--- config.mk ---
export PLATFORM = sky130hd
export DESIGN_NAME = apb_rr_requester_arbiter
export DESIGN_NICKNAME = d
export VERILOG_FILES = /design/src/rtl/apb_rr_requester_arbiter.sv
export SDC_FILE = /design/constraint.sdc
export NUM_CORES = 1
export LEC_CHECK = 0
export ABC_CLOCK_PERIOD_IN_PS = 2600
export BUFFER_PORTS_ARGS = -buffer_cell sky130_fd_sc_hd__buf_2
export CORE_MARGIN = 2
export CORE_UTILIZATION = 40
export CTS_BUF_LIST = sky130_fd_sc_hd__clkbuf_8 sky130_fd_sc_hd__clkbuf_16
export DETAILED_ROUTE_END_ITERATION = 12
export PLACE_DENSITY = 0.77
export REMOVE_ABC_BUFFERS = 1
export SETUP_SLACK_MARGIN = 0.5
export SKIP_CTS_REPAIR_TIMING = 1
export SLEW_MARGIN = 20
export SYNTH_ARGS = -nofsm -noshare
export SYNTH_HDL_FRONTEND = slang
export SYNTH_SLANG_ARGS = --single-unit
--- constraint.sdc ---
create_clock -name PCLK -period 2.6 [get_ports PCLK]
set_input_delay 0.78 -clock PCLK [delete_from_list [all_inputs] [get_ports PCLK]]
set_output_delay 0.78 -clock PCLK [all_outputs]
set_load 0.005 [all_outputs]
--- src/rtl/apb_rr_requester_arbiter.sv ---
// apb_rr_requester_arbiter
// Two request/acknowledge clients share one APB3 completer. Clients are served
// round-robin, one SETUP/ACCESS transfer at a time. A client may hold a lock so
// that its back-to-back transfers are not interleaved with the other client.
// An ACCESS phase that sees PREADY low for TIMEOUT cycles is aborted with err.
module apb_rr_requester_arbiter #(
    parameter int ADDR_W  = 32,
    parameter int DATA_W  = 32,
    parameter int TIMEOUT = 16
) (
    input  logic              PCLK,
    input  logic              PRESETn,
    input  logic              req0,
    input  logic              req1,
    input  logic              write0,
    input  logic              write1,
    input  logic [ADDR_W-1:0] addr0,
    input  logic [ADDR_W-1:0] addr1,
    input  logic [DATA_W-1:0] wdata0,
    input  logic [DATA_W-1:0] wdata1,
    input  logic              lock0,
    input  logic              lock1,
    output logic              ack0,
    output logic              ack1,
    output logic [DATA_W-1:0] rdata0,
    output logic [DATA_W-1:0] rdata1,
    output logic              err0,
    output logic              err1,
    output logic [ADDR_W-1:0] PADDR,
    output logic [DATA_W-1:0] PWDATA,
    output logic              PWRITE,
    output logic              PSEL,
    output logic              PENABLE,
    input  logic [DATA_W-1:0] PRDATA,
    input  logic              PREADY
);

    typedef enum logic [1:0] {
        ST_IDLE,
        ST_SETUP,
        ST_ACCESS,
        ST_DONE
    } state_t;

    // Last ACCESS cycle index allowed with PREADY low before the abort.
    localparam logic [7:0] TCNT_LAST = 8'(TIMEOUT - 1);

    state_t            r_state;
    logic              r_last_grant;   // also the current winner while a transfer runs
    logic              r_locked;
    logic [7:0]        r_tcnt;
    logic              r_ack0;
    logic              r_ack1;
    logic              r_err0;
    logic              r_err1;
    logic [DATA_W-1:0] r_rdata0;
    logic [DATA_W-1:0] r_rdata1;
    logic [ADDR_W-1:0] r_paddr;
    logic [DATA_W-1:0] r_pwdata;
    logic              r_pwrite;
    logic              r_psel;
    logic              r_penable;

    logic              w_owner_req;
    logic              w_owner_lock;
    logic              w_release;
    logic              w_lock_hold;
    logic              w_grant_vld;
    logic              w_winner;

    // Pick the next client: lock owner only while the lock holds, otherwise round-robin.
    always_comb begin
        w_owner_req  = r_last_grant ? req1  : req0;
        w_owner_lock = r_last_grant ? lock1 : lock0;
        // An idle owner that has also dropped its lock gives the bus back right away.
        w_release    = r_locked && !w_owner_req && !w_owner_lock;
        w_lock_hold  = r_locked && !w_release;
        w_grant_vld  = 1'b0;
        w_winner     = 1'b0;
        if (w_lock_hold) begin
            w_grant_vld = w_owner_req;
            w_winner    = r_last_grant;
        end else if (req0 && req1) begin
            w_grant_vld = 1'b1;
            w_winner    = ~r_last_grant;
        end else begin
            w_grant_vld = req0 | req1;
            w_winner    = req1;
        end
    end

    // Transfer sequencer: IDLE -> SETUP -> ACCESS (wait/timeout) -> DONE, all outputs registered.
    always_ff @(posedge PCLK or negedge PRESETn) begin
        if (!PRESETn) begin
            r_state      <= ST_IDLE;
            r_last_grant <= 1'b1;
            r_locked     <= 1'b0;
            r_tcnt       <= '0;
            r_ack0       <= 1'b0;
            r_ack1       <= 1'b0;
            r_err0       <= 1'b0;
            r_err1       <= 1'b0;
            r_rdata0     <= '0;
            r_rdata1     <= '0;
            r_paddr      <= '0;
            r_pwdata     <= '0;
            r_pwrite     <= 1'b0;
            r_psel       <= 1'b0;
            r_penable    <= 1'b0;
        end else begin
            case (r_state)
                ST_IDLE: begin
                    if (w_release) begin
                        r_locked <= 1'b0;
                    end
                    if (w_grant_vld) begin
                        r_last_grant <= w_winner;
                        r_paddr      <= w_winner ? addr1  : addr0;
                        r_pwdata     <= w_winner ? wdata1 : wdata0;
                        r_pwrite     <= w_winner ? write1 : write0;
                        r_psel       <= 1'b1;
                        r_state      <= ST_SETUP;
                    end
                end
                ST_SETUP: begin
                    r_penable <= 1'b1;
                    r_tcnt    <= '0;
                    r_state   <= ST_ACCESS;
                end
                ST_ACCESS: begin
                    if (PREADY) begin
                        r_psel    <= 1'b0;
                        r_penable <= 1'b0;
                        r_locked  <= w_owner_lock;
                        r_state   <= ST_DONE;
                        if (r_last_grant) begin
                            r_ack1   <= 1'b1;
                            r_err1   <= 1'b0;
                            r_rdata1 <= r_pwrite ? '0 : PRDATA;
                        end else begin
                            r_ack0   <= 1'b1;
                            r_err0   <= 1'b0;
                            r_rdata0 <= r_pwrite ? '0 : PRDATA;
                        end
                    end else if (r_tcnt == TCNT_LAST) begin
                        // Completer never answered: abort, report err and drop any lock.
                        r_psel    <= 1'b0;
                        r_penable <= 1'b0;
                        r_locked  <= 1'b0;
                        r_state   <= ST_DONE;
                        if (r_last_grant) begin
                            r_ack1   <= 1'b1;
                            r_err1   <= 1'b1;
                            r_rdata1 <= '0;
                        end else begin
                            r_ack0   <= 1'b1;
                            r_err0   <= 1'b1;
                            r_rdata0 <= '0;
                        end
                    end else begin
                        r_tcnt <= r_tcnt + 8'd1;
                    end
                end
                ST_DONE: begin
                    r_ack0  <= 1'b0;
                    r_ack1  <= 1'b0;
                    r_err0  <= 1'b0;
                    r_err1  <= 1'b0;
                    r_state <= ST_IDLE;
                end
                default: begin
                    r_state <= ST_IDLE;
                end
            endcase
        end
    end

    assign ack0    = r_ack0;
    assign ack1    = r_ack1;
    assign err0    = r_err0;
    assign err1    = r_err1;
    assign rdata0  = r_rdata0;
    assign rdata1  = r_rdata1;
    assign PADDR   = r_paddr;
    assign PWDATA  = r_pwdata;
    assign PWRITE  = r_pwrite;
    assign PSEL    = r_psel;
    assign PENABLE = r_penable;

endmodule

# Yosys cells after proc, flatten, opt, wreduce, memory -nomap -nowiden
# Cells that the tools add are included.
# word_totals
ff_bits	147
in_bits	169
# op_classes
add_sub_neg	1
n_eq_ne	11
mux	51
bitwise	2
reduce_logical	23
# op_table
operator	count
$mux W32	11
$mux W1	26
$reduce_and A3 Y1	7
$mux W8	2
$pmux W8 S2	1
$pmux W1 S2	7
$ne A2 B2 Y1 const B	6
$add A8 B1 Y8 const B	1
$eq A8 B4 Y1 const B	1
$pmux W2 S4	1
$reduce_and A2 Y1	4
$reduce_bool A2 Y1	4
$mux W2	3
$eq A2 B2 Y1 const B	2
$logic_and A1 B1 Y1	4
$logic_not A1 Y1	3
$ne A3 B3 Y1 const B	1
$eq A2 B1 Y1 const B	1
$logic_not A2 Y1	1
$not A1 Y1	1
$or A1 B1 Y1	1

# Logic depth before layout (Yosys ltp)
# depth
word_depth	9
depth_mapped	9

# Least setup slack after synthesis
# Ideal clock, no wire load.
# synth_path
kind	input to register
start	in PREADY
end	reg r_rdata0[10], in the netlist rdata0[10]
setup_ns	0.125
arrival_time_ns	1.937
required_ns	2.475
slack_ns	0.538
cell_stages	7
path_buffers	3
path_cell_list	nand2b_1 -> a21o_1 -> buf_6 -> and3_4 -> buf_12 -> buf_12 -> mux2_4
# synth_between
elab_chain_len	2
elab_cells_between_ends	3
classes_between	1 x mux; 2 x reduce/logical
# synth_lines
item	line_no	source
start, declared	35	input logic PREADY
$reduce_bool A2 Y1 (no line)	--	
$reduce_and A3 Y1 (no line)	--	
end signal, assigned	143	r_rdata0 <= r_pwrite ? '0 : PRDATA;
end, declared	56	logic [DATA_W-1:0] r_rdata0;
# Parallel ways exist; a longest one is shown, timed or not.
# A chain may end at the register's enable or synchronous reset.

# Final worst setup path
# layout_path
start	reg r_tcnt[5]
end	reg r_rdata0[31], in the netlist rdata0[31]
# layout_between
elab_chain_len	3
# layout_lines
item	line_no	source
start, declared	51	logic [7:0] r_tcnt;
start signal, assigned	161	r_tcnt <= r_tcnt + 8'd1;
$eq A8 B4 Y1	145	end else if (r_tcnt == TCNT_LAST) begin
$reduce_bool A2 Y1 (no line)	--	
$reduce_and A3 Y1 (no line)	--	
# Every way passes these cells.

==> summary.txt <==
sw power = 3.55 mW
WL per Instance = 15.5 um
DRT antenna net count = 0
CP startpoint kind = flip-flop
area leader, netlist = dfrtp_1
Post-layout nets = 1,048
Final Instance Area = 9240 um2
Hold Path Class = input pin to asynchronous set/reset pin
max-slew violation count = 0
gr ovfl total = 0
antenna violations before repair = 0
Layout area overhead = 35.4%
Initial DRT Pass Iterations = 4
Die X = 135 um
most frequent cells in the layout = buf_2, dfrtp_1, nor2_1
CTS buffer count = 17
worst-path maximum fanout = 33
Final Instance Count excl. Fillers = 1,106
r2r startpoint = r_tcnt[5]$_DFFE_PN0P_
Avg Inst Size Synth = 12.3 um2
fraction of layout cells with a size suffix above 1 = 0.494
core area = 16,600 um2
clk slew on worst S/H paths = 0.06 ns
TritonCTS clock tree = yes
largest family of logic cells by synthesized area = multiplexers
Setup violations, final = 0
post-synthesis simple-gate area fraction = 0.107
CTS Root Cell = clkbuf_16
critical path's largest stage delay = 0.44 ns
CTS Buffer Depth = 2
WP data arrival = 2.29 ns
row count = 47
H-tree depth = 4
num ports = 304
min cycle time layout = 2.00 ns
outcome = finished clean
Adder-Cell Fraction of Synth Area = 0.0110
placed insts = 1,067
CP cell instances = nor4_4 -> a21o_1 -> and3_4 -> buf_12 -> mux2_2
vias = 5,286
fillers = 1,427
final WL = 17,200 um
CP Buf/Inv Count = 1
Crit Path Class = flip-flop to flip-flop
largest net degree at the start of global routing = 51
Max Cap Violations = 0
commonest non-fill, non-tap cell in the layout = buf_2
unique cell type count in the Yosys netlist = 42
Die Area = 18,100 um2
part of the power in combinational logic = 0.427
gp weighted congestion = 0.773
post-synthesis mux area share = 0.224
die height = 135 um
Slew @ Worst Pin = 0.650 ns
Net Sw Frac = 0.348
Worst VDD drop = 0.487 mV
Yosys reg bits = 147
Crit-path slowest cell = dfrtp_1
Max Freq = 500 MHz
DRT iter0 DRCs = 233
Remaining DRCs = 0
CTS Sinks = 147
sequential element share of the synthesized area = 0.539
Mapped Area = 6820 um2
final period utilization = 0.769
CP required = 2.89 ns
XOR/XNOR Fraction of Synth Area = 0.00385
vias in the first global route = 5,130
Synth area leaders = dfrtp_1, mux2i_1, mux2_4
Clk Latency, worst-skew pair = 0.42 ns
cell count along the critical path = 5
Clk network pwr share = 0.215
detailed placement HPWL = 12,600 um
Max-Slew Margin vs Limit = 0.566
P_leak = 4.92 nW
Mapped Cells = 557
worst r2r path cells = 5
Tot GR Track Use = 0.186
Placed Instance Area = 8630 um2
Buffers on Ports = 303
drt via density = 4.78
Fin Clk Skew = 0.0113 ns
Worst R2R End = rdata0[31]$_DFFE_PN0P_
first-pass GRT wire length = 26,300 um
Pint = 6.66 mW
Initial Utilization = 0.410
Top delay family on crit path = simple AND/OR/NAND/NOR gates
RSZ-0062 raised after global routing = false
top cell type's share of synthesized area = 0.535
crit end category = flip-flop
FF-to-FF setup slack = 0.60 ns
final hold vios = 0
Synth Area in Compound Gates = 0.0697
PwrDens = 1110 nW/um2
share of total power in sequential cells = 0.357
diode count = 0
Ys Warns = 0
[cell type report]
type / count / area [um2] / area share
clock buffer: 18 / 439 / 0.0475
clock inverter: 14 / 91.3 / 0.00989
sequential: 147 / 3680 / 0.398
multi-input combinational: 371 / 2860 / 0.309
timing repair buffer: 332 / 1880 / 0.204
tap: 220 / 275 / 0.0298
inverter: 4 / 15.0 / 0.00163
[metrics by stage]
| stage | hold WS, ns | setup WS, ns | TNS (ns) | power, mW | util |
|---|---|---|---|---|---|
| 6_report | 0.307 | 0.602 | 0 | 10.2 | 0.555 |
| 5_1_grt | 0.333 | 0.490 | 0 | 10.9 | 0.555 |
| 4_1_cts | 0.315 | 0.510 | 0 | 10.2 | 0.551 |
| 3_5_place_dp | 0.486 | 0.184 | 0 | 7.98 | 0.519 |
| 3_3_place_gp | 0.461 | 0.213 | 0 | 7.83 | 0.519 |
| 2_1_floorplan | 0.460 | -3.16 | -209.74 | 6.18 | - |
[how the worst max path moves through the flow]
stage / startpoint / end / slack (ns)
finish: r_tcnt[5]$_DFFE_PN0P_ / rdata0[31]$_DFFE_PN0P_ / 0.60
global route: r_last_grant$_DFFE_PN1P_ / PWDATA[9]$_DFFE_PN0P_ / 0.49
CTS: r_tcnt[5]$_DFFE_PN0P_ / rdata1[2]$_DFFE_PN0P_ / 0.51
detailed placement: req1 / PWDATA[22]$_DFFE_PN0P_ / 0.18
global placement: req1 / PWDATA[22]$_DFFE_PN0P_ / 0.21
floorplan: lock0 / PADDR[0]$_DFFE_PN0P_ / -3.16
[state kept, by name, indices dropped and copies added, names as in the netlist, 2 cells and up]
register,cells
PADDR,32
PWDATA,32
r_state,2
r_tcnt,8
rdata0,32
rdata1,32
[logic make-up (layout without fill, tap and decap cells)]
logic type	Yosys count	in the layout
DFF	147	147
and+or+nand+nor	143	143
muxes	134	134
AOI/OAI and AO/OA	85	85
buffers and inverters	39	368
adders and majority gates	6	6
xor gates and xnor gates	3	3
[cell usage after synthesis]
cell and number:
a21o_1 2, a21oi_1 70, a221oi_2 1, a22oi_1 1
a2bb2oi_1 2, a31oi_1 2, and2_1 34, and2_2 1
and3_1 2, and3_2 1, and3_4 2, and3b_1 1
and4b_1 1, and4bb_2 1, buf_12 4, buf_2 8
buf_4 6, buf_6 3, buf_8 4, clkbuf_1 10
dfrtp_1 146, dfstp_2 1, ha_1 6, inv_1 4
mux2_2 37, mux2_4 28, mux2i_1 69, nand2_1 12
nand2b_1 4, nand3_1 4, nand4_1 1, nor2_1 74
nor2b_1 2, nor3_1 1, nor4_4 2, o211ai_1 1
o21ai_0 1, o221a_2 2, o22ai_1 1, o2bb2ai_1 1
o31ai_1 1, xor2_1 3
[layer usage]
layer / track usage / up-vias / part of all wire
met2: 0.318 / 185 / 0.51
met4: 0.0737 / 0 / 0.023
li1: - / 2564 / -
met3: 0.0405 / 27 / 0.050
met5: 0 / - / 0
met1: 0.229 / 2510 / 0.41
[power groups by stage]
| stage | registers (mW) | logic (mW) | clock network (mW) |
|---|---|---|---|
| after floorplan | 3.73 | 2.45 | 0 |
| final | 3.65 | 4.37 | 2.20 |
| after global routing | 3.76 | 4.80 | 2.36 |
| after global placement | 3.67 | 4.16 | 0 |
| after detailed placement | 3.69 | 4.29 | 0 |
| after CTS | 3.67 | 4.30 | 2.26 |
No activity file was read; power rests on OpenSTA's default activity.
